## config.mk

```make
export PLATFORM = sky130hd
export DESIGN_NAME = ps2_tx
export DESIGN_NICKNAME = d
export VERILOG_FILES = /design/src/rtl/ps2_pkg.sv /design/src/rtl/ps2_sync.sv /design/src/rtl/ps2_tx.sv
export SDC_FILE = /design/constraint.sdc
export NUM_CORES = 1
export LEC_CHECK = 0
export BUFFER_PORTS_ARGS = -buffer_cell sky130_fd_sc_hd__buf_2
export CAP_MARGIN = 10
export CORE_MARGIN = 2
export CORE_UTILIZATION = 50
export DETAILED_ROUTE_END_ITERATION = 6
export HOLD_SLACK_MARGIN = 0.1
export PLACE_DENSITY = 0.64
export SYNTH_ARGS = -nofsm -noshare
export SYNTH_HDL_FRONTEND = slang
export SYNTH_HIERARCHICAL = 1
export SYNTH_SLANG_ARGS = --single-unit
```

## constraint.sdc

```tcl
create_clock -name clk -period 5.5 [get_ports clk]
set_input_delay 0.275 -clock clk [delete_from_list [all_inputs] [get_ports clk]]
set_output_delay 0.275 -clock clk [all_outputs]
set_load 0.02 [all_outputs]
```

## src/rtl/ps2_pkg.sv

```systemverilog
// Shared PS/2 definitions: transmitter state codes, command bytes and default timing.
package ps2_pkg;

    typedef logic [2:0] state_t;

    localparam logic [2:0] ST_IDLE      = 3'd0;
    localparam logic [2:0] ST_INHIBIT   = 3'd1;
    localparam logic [2:0] ST_RTS       = 3'd2;
    localparam logic [2:0] ST_SHIFT     = 3'd3;
    localparam logic [2:0] ST_ACK       = 3'd4;
    localparam logic [2:0] ST_WAIT_IDLE = 3'd5;

    localparam logic [7:0] CMD_SET_LED = 8'hED;
    localparam logic [7:0] CMD_RESET   = 8'hFF;
    localparam logic [7:0] RSP_ACK     = 8'hFA;

    localparam int DEF_INHIBIT_CNT = 2000;
    localparam int DEF_TIMEOUT_CNT = 240000;

    // PS/2 uses odd parity: the parity bit makes the total count of ones odd.
    function automatic logic odd_parity(input logic [7:0] d);
        return ~^d;
    endfunction

endpackage

```

## src/rtl/ps2_sync.sv

```systemverilog
// Two-flop synchronizer for the PS/2 clock and data pins with falling-edge detect on clock.
module ps2_sync (
    input  logic clk,
    input  logic rst_n,
    input  logic i_clk,
    input  logic i_dat,
    output logic o_clk,
    output logic o_dat,
    output logic o_fall
);
    logic r_clk_meta, r_clk_sync, r_clk_prev;
    logic r_dat_meta, r_dat_sync;

    // Reset to the idle (high) bus level so no false edge appears after reset.
    always_ff @(posedge clk or negedge rst_n) begin
        if (!rst_n) begin
            r_clk_meta <= 1'b1;
            r_clk_sync <= 1'b1;
            r_clk_prev <= 1'b1;
            r_dat_meta <= 1'b1;
            r_dat_sync <= 1'b1;
        end else begin
            r_clk_meta <= i_clk;
            r_clk_sync <= r_clk_meta;
            r_clk_prev <= r_clk_sync;
            r_dat_meta <= i_dat;
            r_dat_sync <= r_dat_meta;
        end
    end

    assign o_clk  = r_clk_sync;
    assign o_dat  = r_dat_sync;
    assign o_fall = r_clk_prev & ~r_clk_sync;

endmodule

```

## src/rtl/ps2_tx.sv

```systemverilog
// Host-to-device PS/2 command transmitter: inhibit, request-to-send, shift on device
// clock falls, ACK check, with a bus timeout covering the device-clocked phases.
module ps2_tx
    import ps2_pkg::*;
#(
    parameter int INHIBIT_CNT = DEF_INHIBIT_CNT,
    parameter int TIMEOUT_CNT = DEF_TIMEOUT_CNT,
    parameter int CW          = 18
) (
    input  logic       clk,
    input  logic       rst_n,
    input  logic [7:0] data,
    input  logic       send,
    output logic       busy,
    output logic       done,
    output logic       err,
    input  logic       ps2_clk_in,
    input  logic       ps2_dat_in,
    output logic       ps2_clk_oe,
    output logic       ps2_dat_oe
);
    localparam logic [CW-1:0] INH_LAST = CW'(INHIBIT_CNT - 1);
    localparam logic [CW-1:0] TO_LAST  = CW'(TIMEOUT_CNT - 1);

    state_t        r_state;
    logic [CW-1:0] r_cnt;
    logic [3:0]    r_bitidx;
    logic [9:0]    r_shift;
    logic          r_err_pend;

    logic w_clk_s, w_dat_s, w_fall;
    logic w_timed, w_timeout;

    ps2_sync u_sync (
        .clk    (clk),
        .rst_n  (rst_n),
        .i_clk  (ps2_clk_in),
        .i_dat  (ps2_dat_in),
        .o_clk  (w_clk_s),
        .o_dat  (w_dat_s),
        .o_fall (w_fall)
    );

    assign w_timed   = (r_state == ST_RTS) || (r_state == ST_SHIFT) ||
                       (r_state == ST_ACK) || (r_state == ST_WAIT_IDLE);
    assign w_timeout = w_timed && (r_cnt == TO_LAST);

    always_ff @(posedge clk or negedge rst_n) begin
        if (!rst_n) begin
            r_state    <= ST_IDLE;
            r_cnt      <= '0;
            r_bitidx   <= '0;
            r_shift    <= '0;
            r_err_pend <= 1'b0;
            busy       <= 1'b0;
            done       <= 1'b0;
            err        <= 1'b0;
            ps2_clk_oe <= 1'b0;
            ps2_dat_oe <= 1'b0;
        end else begin
            done <= 1'b0;
            err  <= 1'b0;
            // Timeout wins over any bus event seen in the same cycle.
            if (w_timeout) begin
                ps2_clk_oe <= 1'b0;
                ps2_dat_oe <= 1'b0;
                done       <= 1'b1;
                err        <= 1'b1;
                busy       <= 1'b0;
                r_state    <= ST_IDLE;
            end else begin
                if (w_timed) begin
                    r_cnt <= r_cnt + CW'(1);
                end
                case (r_state)
                    ST_IDLE: begin
                        ps2_clk_oe <= 1'b0;
                        ps2_dat_oe <= 1'b0;
                        if (send) begin
                            r_shift    <= {1'b1, odd_parity(data), data};
                            r_err_pend <= 1'b0;
                            busy       <= 1'b1;
                            r_cnt      <= '0;
                            ps2_clk_oe <= 1'b1;
                            r_state    <= ST_INHIBIT;
                        end
                    end
                    ST_INHIBIT: begin
                        if (r_cnt == INH_LAST) begin
                            ps2_clk_oe <= 1'b0;
                            ps2_dat_oe <= 1'b1;
                            r_cnt      <= '0;
                            r_state    <= ST_RTS;
                        end else begin
                            r_cnt <= r_cnt + CW'(1);
                        end
                    end
                    ST_RTS: begin
                        if (w_fall) begin
                            ps2_dat_oe <= ~r_shift[0];
                            r_bitidx   <= 4'd1;
                            r_state    <= ST_SHIFT;
                        end
                    end
                    ST_SHIFT: begin
                        // Index 9 is the stop bit (1), which releases the data line.
                        if (w_fall) begin
                            ps2_dat_oe <= ~r_shift[r_bitidx];
                            if (r_bitidx == 4'd9) begin
                                r_state <= ST_ACK;
                            end else begin
                                r_bitidx <= r_bitidx + 4'd1;
                            end
                        end
                    end
                    ST_ACK: begin
                        if (w_fall) begin
                            r_err_pend <= w_dat_s;
                            r_state    <= ST_WAIT_IDLE;
                        end
                    end
                    ST_WAIT_IDLE: begin
                        if (w_clk_s && w_dat_s) begin
                            done    <= 1'b1;
                            err     <= r_err_pend;
                            busy    <= 1'b0;
                            r_state <= ST_IDLE;
                        end
                    end
                    default: begin
                        ps2_clk_oe <= 1'b0;
                        ps2_dat_oe <= 1'b0;
                        busy       <= 1'b0;
                        r_state    <= ST_IDLE;
                    end
                endcase
            end
        end
    end

endmodule

```

; After elaboration in Yosys (flattened, before gate mapping)
; Index checks and enable logic that the tools add are counted.
; W data, S select, Z words.
[word_totals]
regBits = 46
latch_bits = 0
ramBits = 0
rom_bits = 0
in_bits = 13
output_inout_bits = 5
wordCells = 106
n_memories = 0
[classes]
n_addsub = 2
n_mul = 0
n_div = 0
magnitude_cmp = 1
n_eq_ne = 23
shift = 0
mux = 41
bitwise_logic = 5
n_reduce_logical = 19
[op_table]
columns = cell, count
row1 = $mux W18, 3
row2 = $pmux W18 S2, 1
row3 = $mux W3, 8
row4 = $mux W1, 19
row5 = $add A18 B1 Y18 const B, 1
row6 = $eq A18 B11 Y1 const B, 1
row7 = $eq A18 B18 Y1 const B, 1
row8 = $pmux W3 S6, 1
row9 = $ne A3 B2 Y1 const B, 5
row10 = $mux W4, 3
row11 = $ne A2 B1 Y1 const B, 6
row12 = $pmux W4 S2, 1
row13 = $reduce_and A4 Y1, 2
row14 = $reduce_or A4 Y1, 2
row15 = $reduce_xnor A8 Y1, 1
row16 = $reduce_and A7 Y1, 1
row17 = $eq A3 B2 Y1 const B, 2
row18 = $eq A3 B3 Y1 const B, 2
row19 = $ne A3 B3 Y1 const B, 2
row20 = $pmux W1 S3, 2
row21 = $reduce_and A3 Y1, 2
row22 = $lt A4 B5 Y1 const B, 1
row23 = $reduce_and A5 Y1, 1
row24 = $add A4 B1 Y4 const B, 1
row25 = 14 further kinds, 22

; Depth between registers and ports, before layout
; Gate-level depths: netlist of run 1.
[depth]
ltp_word = 7
ltp_mapped = 8

; Cells and area by module
; The synthesis of run 1 kept the hierarchy.
[modules_own_cells]
columns = module, instances, cells_per_inst, area_per_inst_um2, seq_area_each_um2
row1 = ps2_tx, 1, 279, 2522.4, 1026.0
row2 = ps2_sync, 1, 6, 145.1, 131.4

; Worst setup path before layout of run 1
; Ideal clock, no wire load.
[synth_path]
path_type = reg-to-reg
from = reg r_cnt[0]
to = reg r_cnt[7]
arrival_time_ps = 1762
t_required_ps = 5422
setup_slack_ps = 3660
path_stages_with_launch = 8
path_buffers = 1
path_cell_list = dfrtp_1 -> ha_1 -> and3_4 -> buf_6 -> nand4_2 -> o21ai_2 -> or4b_1 -> a21oi_1
[synth_between]
elab_chain_len = 4
word_cells_on_any_way = 8
[synth_lines]
columns = item, line_no
row1 = start: declaration, ps2_tx.sv:26  ; logic [CW-1:0] r_cnt;
row2 = start signal: assignment, ps2_tx.sv:73  ; r_cnt <= r_cnt + CW'(1);
row3 = start signal: assignment, ps2_tx.sv:95  ; r_cnt <= r_cnt + CW'(1);
row4 = $add A18 B1 Y18, "ps2_tx.sv:73, ps2_tx.sv:95"
row5 = $mux W18, ps2_tx.sv:72  ; if (w_timed) begin
row6 = $mux W18, ps2_tx.sv:79  ; if (send) begin
row7 = $pmux W18 S2, ps2_tx.sv:75  ; case (r_state)
; Parallel ways exist; a longest one is shown, timed or not.
; A chain may end at the register's enable or synchronous reset.

; Worst setup path in the final report of run 1
[layout_path]
from = reg r_state[1]
to = reg r_cnt[3]
[layout_between]
elab_chain_len = 7
word_cells_on_any_way = 13
[layout_lines]
columns = item, line_no
row1 = start: declaration, ps2_tx.sv:25  ; state_t r_state;
row2 = start signal: assignment, ps2_tx.sv:50  ; r_state <= ST_IDLE;
row3 = start signal: assignment, ps2_tx.sv:70  ; r_state <= ST_IDLE;
row4 = start signal: assignment, ps2_tx.sv:85  ; r_state <= ST_INHIBIT;
row5 = $eq A3 B2 Y1, ps2_tx.sv:44  ; assign w_timed = (r_state == ST_RTS) || (r_state == ST_SHIFT) ||
row6 = $logic_or A1 B1 Y1 (2 in series), ps2_tx.sv:44
row7 = $logic_or A1 B1 Y1, ps2_tx.sv:45  ; (r_state == ST_ACK) || (r_state == ST_WAIT_IDLE);
row8 = $mux W18, ps2_tx.sv:72
row9 = $mux W18, ps2_tx.sv:79
row10 = $pmux W18 S2, ps2_tx.sv:75
; Parallel ways exist; a longest one is shown, timed or not.

==> flow_metrics.py, run 1 <==
metrics = {
    "synthesis": {
        "synth.distinct_cells": 77,
        "synth-edff-count": 0,
        "syn_area_mm2": 0.00267,
        "synthArstFlopShare_pct": 100,
        "synth-xor-area-share_pct": 2.91,
        "synth_compound_area_share_pct": 19.8,
        "syn_inst": 285,
        "synth_simple_gate_area_share_pct": 26.4,
        "synthFlopType": "dfrtp_1",
        "seq_area_frac_synth_pct": 43.4,
        "synthAdderAreaFrac_pct": 1.78,
        "synth.mux.area_fraction_pct": 2.35,
        "synth_top_family_by_area": "simple AND/OR/NAND/NOR gates",
        "synth_fp_nets": 301,
        "yosysWarnings": 6,
        "synth.avg_cell_area_um2": 9.36,
        "synth-seq-cells": 46,
    },
    "timing": {
        "final_max_slew_viol_count": 0,
        "skew_ns": 0.00516,
        "worstMarginPinSlew_ns": 1.02,
        "fmax_mhz": 444,
        "min_period_over_period_pct": 40.9,
        "slew_headroom_pct": 32.1,
        "rsz0062_at_grt": "no",
        "finalCriticalPeriod_ns": 2.25,
        "whs_ns": 0.138,
        "final-setup-viol-count": 0,
        "tns_ns": 0,
        "hold_viol_final": 0,
        "setup_ws_ns": 3.25,
    },
    "floorplanning": {
        "coreArea_mm2": 0.00514,
        "fp.dieW_um": 77.0,
        "num_io_pins": 18,
        "std_cell_rows": 26,
        "initial_utilization_pct": 51.9,
        "die_area_mm2": 0.00594,
        "fp.dieH_um": 77.0,
    },
    "clock_tree": {
        "htree_levels": 2,
        "cts.reportedPaths.clkPinSlew_ns": 0.09,
        "cts_made_buffers": 5,
        "cts_root_buffer": "clkbuf_8",
        "cts.sinks": 46,
        "cts_setup_buffers": 0,
        "clkLatencyLatePin_ns": 0.30,
        "clock_path_buffers": 2,
        "tritoncts": "done",
    },
    "final_layout": {
        "synthToLayoutAreaGrowth_pct": 9.99,
        "finish.utilization_pct": 57.1,
        "antenna_cells": 0,
        "fill_cells": 509,
        "layout-drive-gt1-share_pct": 18.3,
        "nNetsFinal": 315,
    },
    "hold_path": {
        "hp-class": "in2async",
    },
    "grt": {
        "grt_pass1_vias": 2105,
        "grt-ovfl-total": 0,
        "antenna_found_initial": 0,
        "grt_usage_pct": 21.9,
        "grt_max_degree": 47,
        "grt_pass1_wl_mm": 10.3,
    },
    "status": {
        "status": "finished clean",
    },
    "place": {
        "pre_cts_slack_ns": 3.24,
        "hpwl_mm": 4.16,
        "gp_congestion": 0.862,
        "numPortBuffers": 17,
    },
    "detailed_routing": {
        "drt_iter0_drc": 223,
        "firstDrtPassIters": 4,
        "ant_nets": 0,
        "drc_errors": 0,
        "wirelength_mm": 5.83,
        "num_vias": 2144,
        "viasPerCell": 5.79,
        "wl_per_cell_um": 15.8,
    },
    "pwr": {
        "ir_drop_mv": 0.203,
        "pwr_density_cell_mw_per_mm2": 303,
        "power_mw": 0.889,
        "p_leak_nw": 1.26,
    },
    "critical_path": {
        "crit_type": "reg2reg",
        "worst_setup_path_start_kind": "flop",
        "required_ns": 5.70,
        "cp.arrival_ns": 2.45,
        "crit_path_max_fanout": 14,
        "end_kind": "flop",
    },
    "job": {
        "cap_violations": 0,
    },
}
## repair_timing
item | 4_1_cts | 5_1_grt
resized for setup | 0 | 0
hold buffers | 2 | 0
endpoints found under the hold margin | 2 | 0
## Yosys cell counts, drive strengths merged, types with 4 or more instances
cell type	n	area share, %
a21oi	9	1.7
a22o	4	1.3
a31oi	4	1.2
and3	11	2.9
buf	7	1.9
clkbuf	5	0.70
dfrtp	41	38
dfstp	5	4.9
inv	6	0.84
mux2i	4	1.5
nand2	52	7.4
nand2b	4	0.94
nand3	17	3.4
nand4	4	1.4
nor2	17	2.5
nor2b	4	1.2
nor3	8	1.5
o21ai	16	3.1
o31ai	4	1.8
xnor2	6	2.0
## flip-flops by register name, summed over array words and instances (netlist names), 3 cells and up
signal    cells
r_cnt        18
r_shift      10
r_bitidx      4
r_state       3
## routing by layer
metal	wire length (µm)	global-route usage (%)
met5	0	0
met4	108	9.29
met3	298	5.41
met2	2500	31.8
met1	2920	31.2
## cells by family (layout without fill, tap and decap cells)
kind of cell	count (synthesis)	count (layout)
muxes	6	6
DFF	46	46
adders and majority gates	4	4
AOI/OAI and AO/OA	70	70
buffers and inverters	18	33
xor gates and xnor gates	8	8
and+or+nand+nor	133	133
## stage by stage
stage	area (µm²)	instances
global route	2930	370
floorplan	2670	285
global placement	2770	360
finish	2930	370
CTS	2930	370
detailed placement	2770	360
## worst paths after layout
check,start,to,slack (ns),cells past startpoint
min in group clk,data[6],r_shift[6],0.18,3
worst min register to register,u_sync/r_dat_meta,u_sync/o_dat,0.36,0
worst max-delay path,r_state[1],r_cnt[3],3.25,5
max in group asynchronous,rst_n,r_shift[6],4.72,1
worst max register to register,r_state[1],r_cnt[3],3.25,5
worst min-delay path,rst_n,busy,0.14,1
## where the power goes
part,total (mW),internal [mW],switching [mW]
clock network,0.313,0.194,0.119
logic,0.133,0.0631,0.0702
registers,0.442,0.385,0.0577
## cells in the final DEF, fill, tap and decap left out, drive strengths merged, types with 4 or more instances in the layout
cell | netlist | routed
a21oi | 9 | 9
xnor2 | 6 | 6
nand4 | 4 | 4
and3 | 11 | 11
clkbuf | 5 | 6
dfstp | 5 | 5
dfrtp | 41 | 41
a22o | 4 | 4
nor3 | 8 | 8
mux2i | 4 | 4
inv | 6 | 6
o31ai | 4 | 4
nand2 | 52 | 52
nand3 | 17 | 17
nor2b | 4 | 4
a31oi | 4 | 4
buf | 7 | 17
nor2 | 17 | 17
o21ai | 16 | 16
nand2b | 4 | 4
## final cells by class
class | instances | area [µm²] | area share (%)
sequential | 46 | 1160 | 39.4
timing repair buffer | 19 | 105 | 3.58
inverter | 6 | 22.5 | 0.768
clock inverter | 2 | 60.1 | 2.05
multi-input combinational | 221 | 1420 | 48.4
clock buffer | 6 | 82.6 | 2.81
tap | 70 | 87.6 | 2.99
## worst max-delay path, cell delays in order (launching register included)
cell and delay [ns]:
dfrtp_1 0.54, nor2_1 0.42, nand3_1 0.50, o31ai_4 0.29, o21ai_1 0.14, a22o_1 0.25
Power figures use the tool's default switching activity.
==> run 2: changes to the inputs <==
- PLACE_DENSITY: 0.64 -> 0.67
- clock period: 5.5 -> 1.9 ns (I/O delays scaled with it)
==> flow_metrics.py, run 2 (same netlist as run 1, synthesis figures left out) <==
metrics = {
    "status": {
        "status": "finished with violations",
        "failed_checks": "setup timing",
    },
    "pwr": {
        "clkPwrFrac_pct": 25.7,
        "ir_drop_mv": 0.473,
        "pwr_density_cell_mw_per_mm2": 750,
        "seqPwrFrac_pct": 51.6,
        "combPwrFrac_pct": 22.7,
        "p_leak_nw": 1.41,
        "intPower_mw": 1.68,
        "p_sw_share_pct": 31.3,
        "p_switching_mw": 0.766,
    },
    "clock_tree": {
        "clkLatencyLatePin_ns": 0.30,
        "clock_path_buffers": 2,
        "htree_levels": 2,
        "cts_made_buffers": 5,
        "cts.reportedPaths.clkPinSlew_ns": 0.08,
        "cts.sinks": 46,
        "cts_root_buffer": "clkbuf_8",
        "tritoncts": "done",
    },
    "floorplanning": {
        "std_cell_rows": 26,
        "num_io_pins": 18,
        "coreArea_mm2": 0.00514,
        "fp.dieW_um": 77.0,
        "fp.dieH_um": 77.0,
        "die_area_mm2": 0.00594,
        "initial_utilization_pct": 51.9,
    },
    "place": {
        "numPortBuffers": 17,
        "gp_congestion": 0.871,
        "hpwl_mm": 4.52,
        "dpl.cell_count": 384,
    },
    "grt": {
        "antenna_found_initial": 0,
        "grt_max_degree": 47,
        "grt_usage_pct": 22.7,
        "grt_pass1_vias": 2251,
        "grt_pass1_wl_mm": 10.8,
        "grt-ovfl-total": 0,
    },
    "hold_path": {
        "hp-class": "in2reg",
    },
    "timing": {
        "min_period_over_period_pct": 101,
        "skew_ns": 0.00733,
        "final-setup-viol-count": 1,
        "worstMarginPinSlew_ns": 0.583,
        "tns_ns": -0.00981,
        "fmax_mhz": 524,
        "hold_viol_final": 0,
        "final_max_slew_viol_count": 0,
        "whs_ns": 0.247,
        "rsz0062_at_grt": "yes",
        "setup_ws_ns": -0.00981,
        "slew_headroom_pct": 61.1,
        "finalCriticalPeriod_ns": 1.91,
    },
    "final_layout": {
        "antenna_cells": 0,
        "top_regs": "r_cnt (18), r_shift (10), r_bitidx (4)",
        "finish.utilization_pct": 63.5,
        "largest_reg_flops": 18,
        "fill_cells": 463,
        "final_cell_mix": "nand2_1 (50), dfrtp_1 (41), buf_4 (27), buf_2 (17), nand3_1 (16)",
        "regMostFlops": "r_cnt",
        "layout-drive-gt1-share_pct": 26.8,
        "nNetsFinal": 351,
        "final_common_cell": "nand2_1",
        "stdcell_count": 406,
        "synthToLayoutAreaGrowth_pct": 22.3,
    },
    "detailed_routing": {
        "drc_errors": 0,
        "num_vias": 2369,
        "wl_per_cell_um": 16.2,
        "wirelength_mm": 6.60,
        "ant_nets": 0,
        "firstDrtPassIters": 4,
        "viasPerCell": 5.83,
        "drt_iter0_drc": 248,
    },
    "critical_path": {
        "crit_path_max_fanout": 7,
        "worst_path_largest_cell_delay_ns": 0.49,
        "crit_type": "reg2reg",
        "cp.arrival_ns": 2.10,
        "path_cells": "ha_2 -> and3_4 -> nand4_4 -> o31ai_4 -> o21ai_1 -> a22o_1",
        "end_kind": "flop",
        "cp_slowest_cell": "o31ai_4",
        "worst_setup_path_start_kind": "flop",
        "required_ns": 2.09,
    },
    "job": {
        "cap_violations": 0,
    },
}
run 2: what timing repair did:
item                       in CTS  in global routing
setup buffers                   0                  3
hold buffers                   11                  0
resized for setup               0                 17
gates cloned                    0                  0
setup endpoints to repair       3                 21
hold endpoints to repair       51                  0
pin swaps                       0                 12
run 2: worst paths after layout:
path | start | end | slack (ns) | depth (start not counted)
worst max-delay path | r_cnt[1] | r_cnt[3] | -0.01 | 6
worst min-delay path | send | r_state[0] | 0.25 | 3
worst max register to register | r_cnt[1] | r_cnt[3] | -0.01 | 6
worst min register to register | u_sync/r_clk_meta | u_sync/o_clk | 0.36 | 0
max in group asynchronous | rst_n | r_cnt[11] | 1.10 | 3
min in group asynchronous | rst_n | r_state[2] | 0.41 | 3
run 2: per-stage QoR:
stage	power (mW)	setup WS (ns)	cell area (µm²)
4_1_cts	2.40	-0.0766	3160
3_5_place_dp	1.75	-0.0410	2950
5_1_grt	2.59	-0.0805	3260
2_1_floorplan	1.55	0.0603	2670
3_3_place_gp	1.74	-0.0294	2950
6_report	2.45	-0.00981	3260
run 2: area by class of cell:
cell class,count,area (µm²),share of cell area (%)
Clock buffer,6,82.6,2.53
Clock inverter,2,12.5,0.383
Inverter,6,22.5,0.690
Multi-Input combinational cell,221,1500,46.1
Sequential cell,46,1160,35.5
Tap cell,70,87.6,2.68
Timing Repair Buffer,55,398,12.2
run 2: critical path, delay by kind of cell, from the launching register on:
kind            cells  cell delay (ns)
compound gates      3             0.81
flops               1             0.40
simple gates        2             0.38
fa+ha+maj           1             0.21
run 2: power by group through the flow:
stage	clock, mW	combinational (mW)	sequential (mW)
floorplan	0	0.305	1.25
global placement	0	0.481	1.26
detailed placement	0	0.488	1.26
CTS	0.645	0.508	1.24
global route	0.690	0.620	1.28
finish	0.630	0.556	1.26
run 2: per-layer routing:
metal  vias to the layer above  GRT usage, %  wire [µm]
li1                       1140             -          -
met1                      1161          32.3       2990
met2                        60          36.1       3190
met3                         8          3.29        322
met4                         0          7.32         94
met5                         -             0          0
==> run 3: changes to the inputs <==
- PLACE_DENSITY: 0.67 -> 0.64
- clock period: 1.9 -> 2 ns (I/O delays scaled with it)
==> flow_metrics.py, run 3 (same netlist as run 1, synthesis figures left out) <==
metrics = {
    "final_layout": {
        "regMostFlops": "r_cnt",
        "antenna_cells": 0,
        "top_regs": "r_cnt (18), r_shift (10), r_bitidx (4)",
        "final_common_cell": "nand2_1",
        "nNetsFinal": 338,
        "fill_cells": 476,
        "finish.utilization_pct": 60.5,
        "layout-drive-gt1-share_pct": 21.7,
        "synthToLayoutAreaGrowth_pct": 16.6,
        "final_area_mm2": 0.00311,
        "final_cell_mix": "nand2_1 (51), dfrtp_1 (41), buf_2 (17), nand3_1 (16), nor2_1 (16)",
        "largest_reg_flops": 18,
    },
    "pwr": {
        "ir_drop_mv": 0.469,
        "p_switching_mw": 0.701,
        "combPwrFrac_pct": 20.7,
        "clkPwrFrac_pct": 25.4,
        "p_leak_nw": 1.32,
        "seqPwrFrac_pct": 53.8,
        "intPower_mw": 1.52,
        "p_sw_share_pct": 31.6,
        "pwr_density_cell_mw_per_mm2": 713,
    },
    "detailed_routing": {
        "wirelength_mm": 6.53,
        "num_vias": 2296,
        "ant_nets": 0,
        "firstDrtPassIters": 4,
        "drt_iter0_drc": 179,
        "drc_errors": 0,
        "wl_per_cell_um": 16.7,
        "viasPerCell": 5.86,
    },
    "hold_path": {
        "hp-class": "in2reg",
        "whs_path_depth": 3,
    },
    "floorplanning": {
        "coreArea_mm2": 0.00514,
        "num_io_pins": 18,
        "fp.dieH_um": 77.0,
        "std_cell_rows": 26,
        "fp.dieW_um": 77.0,
        "die_area_mm2": 0.00594,
        "initial_utilization_pct": 51.9,
    },
    "critical_path": {
        "crit_type": "reg2reg",
        "end_kind": "flop",
        "reg2regPathDepth": 6,
        "cp.arrival_ns": 2.12,
        "required_ns": 2.19,
        "crit_end": "r_cnt[15]",
        "r2r-start": "r_cnt[4]",
        "reg2reg_slack_ns": 0.07,
        "worst_setup_path_startpoint": "r_cnt[4]",
        "worst_setup_path_start_kind": "flop",
        "rr_endpoint": "r_cnt[15]",
        "crit_path_max_fanout": 8,
    },
    "timing": {
        "slew_headroom_pct": 47.1,
        "fmax_mhz": 519,
        "worstMarginPinSlew_ns": 0.793,
        "final-setup-viol-count": 0,
        "rsz0062_at_grt": "no",
        "whs_ns": 0.252,
        "min_period_over_period_pct": 96.3,
        "finalCriticalPeriod_ns": 1.93,
        "hold_viol_final": 0,
        "final_max_slew_viol_count": 0,
        "skew_ns": 0.00575,
    },
    "grt": {
        "grt_max_degree": 36,
        "antenna_found_initial": 0,
        "grt_pass1_vias": 2243,
        "grt_pass1_wl_mm": 11.0,
        "grt-ovfl-total": 0,
        "grt_usage_pct": 23.4,
    },
    "job": {
        "cap_violations": 0,
    },
    "place": {
        "postPlaceCellArea_mm2": 0.00287,
        "gp_congestion": 0.898,
        "numPortBuffers": 17,
        "hpwl_mm": 4.50,
    },
    "clock_tree": {
        "cts_root_buffer": "clkbuf_8",
        "clkLatencyLatePin_ns": 0.30,
        "htree_levels": 2,
        "cts_made_buffers": 5,
        "tritoncts": "done",
        "clock_path_buffers": 2,
        "cts.sinks": 46,
        "cts.reportedPaths.clkPinSlew_ns": 0.09,
    },
    "status": {
        "status": "finished clean",
    },
}
[run 3: area by class of cell]
cell class / instances / area, µm² / share of cell area (%)
sequential: 46 / 1160 / 37.2
clock buffer: 6 / 72.6 / 2.33
inverter: 6 / 22.5 / 0.724
clock inverter: 1 / 7.51 / 0.241
timing repair buffer: 42 / 300 / 9.66
multi-input combinational: 221 / 1460 / 47.0
tap: 70 / 87.6 / 2.82
[run 3: worst max-delay path, stage by stage (launching register included)]
cell and delay [ns]:
dfrtp_1 0.45, nor4_2 0.39, nand4_4 0.18, o31ai_4 0.26, buf_4 0.20, o21ai_1 0.08
a22o_1 0.24
[run 3: how the worst min path moves through the flow]
stage | from | end | slack (ns)
floorplan | rst_n | busy | -0.20
global placement | ps2_dat_in | u_sync/r_dat_meta | 0.21
detailed placement | ps2_clk_in | u_sync/r_clk_meta | 0.21
CTS | send | r_state[0] | 0.24
global route | send | r_state[0] | 0.28
finish | send | r_state[0] | 0.25
[run 3: power by group through the flow]
| stage | logic [mW] | clock network (mW) | registers, mW |
|---|---|---|---|
| after CTS | 0.452 | 0.579 | 1.19 |
| after floorplan | 0.290 | 0 | 1.19 |
| final | 0.460 | 0.564 | 1.19 |
| after global routing | 0.522 | 0.609 | 1.22 |
| after global placement | 0.430 | 0 | 1.20 |
| after detailed placement | 0.433 | 0 | 1.21 |
[run 3: through the flow]
step / worst slack [ns] / cells / TNS (ns) / total power, mW
after detailed placement: -0.00193 / 373 / -0.00193 / 1.64
after global placement: 0.0452 / 373 / 0 / 1.63
after global routing: 0.0150 / 392 / 0 / 2.35
final: 0.0745 / 392 / 0 / 2.22
after CTS: 0.0339 / 391 / 0 / 2.22
after floorplan: 0.160 / 285 / 0 / 1.48
[run 3: timing repair]
| item | 4_1_cts | 5_1_grt |
|---|---|---|
| hold endpoints to repair | 38 | 0 |
| resized for setup | 1 | 7 |
| hold buffers | 11 | 0 |
| endpoints found under the setup margin | 1 | 14 |
| pin swaps | 0 | 1 |
| buffers inserted | 0 | 1 |
[run 3: per-layer routing]
metal	vias up	share of wire, %	global-route usage [%]
met2	73	46	36.3
met5	-	0	0
met4	0	1.2	6.96
met3	7	5.3	4.24
li1	1117	-	-
met1	1099	47	33.4
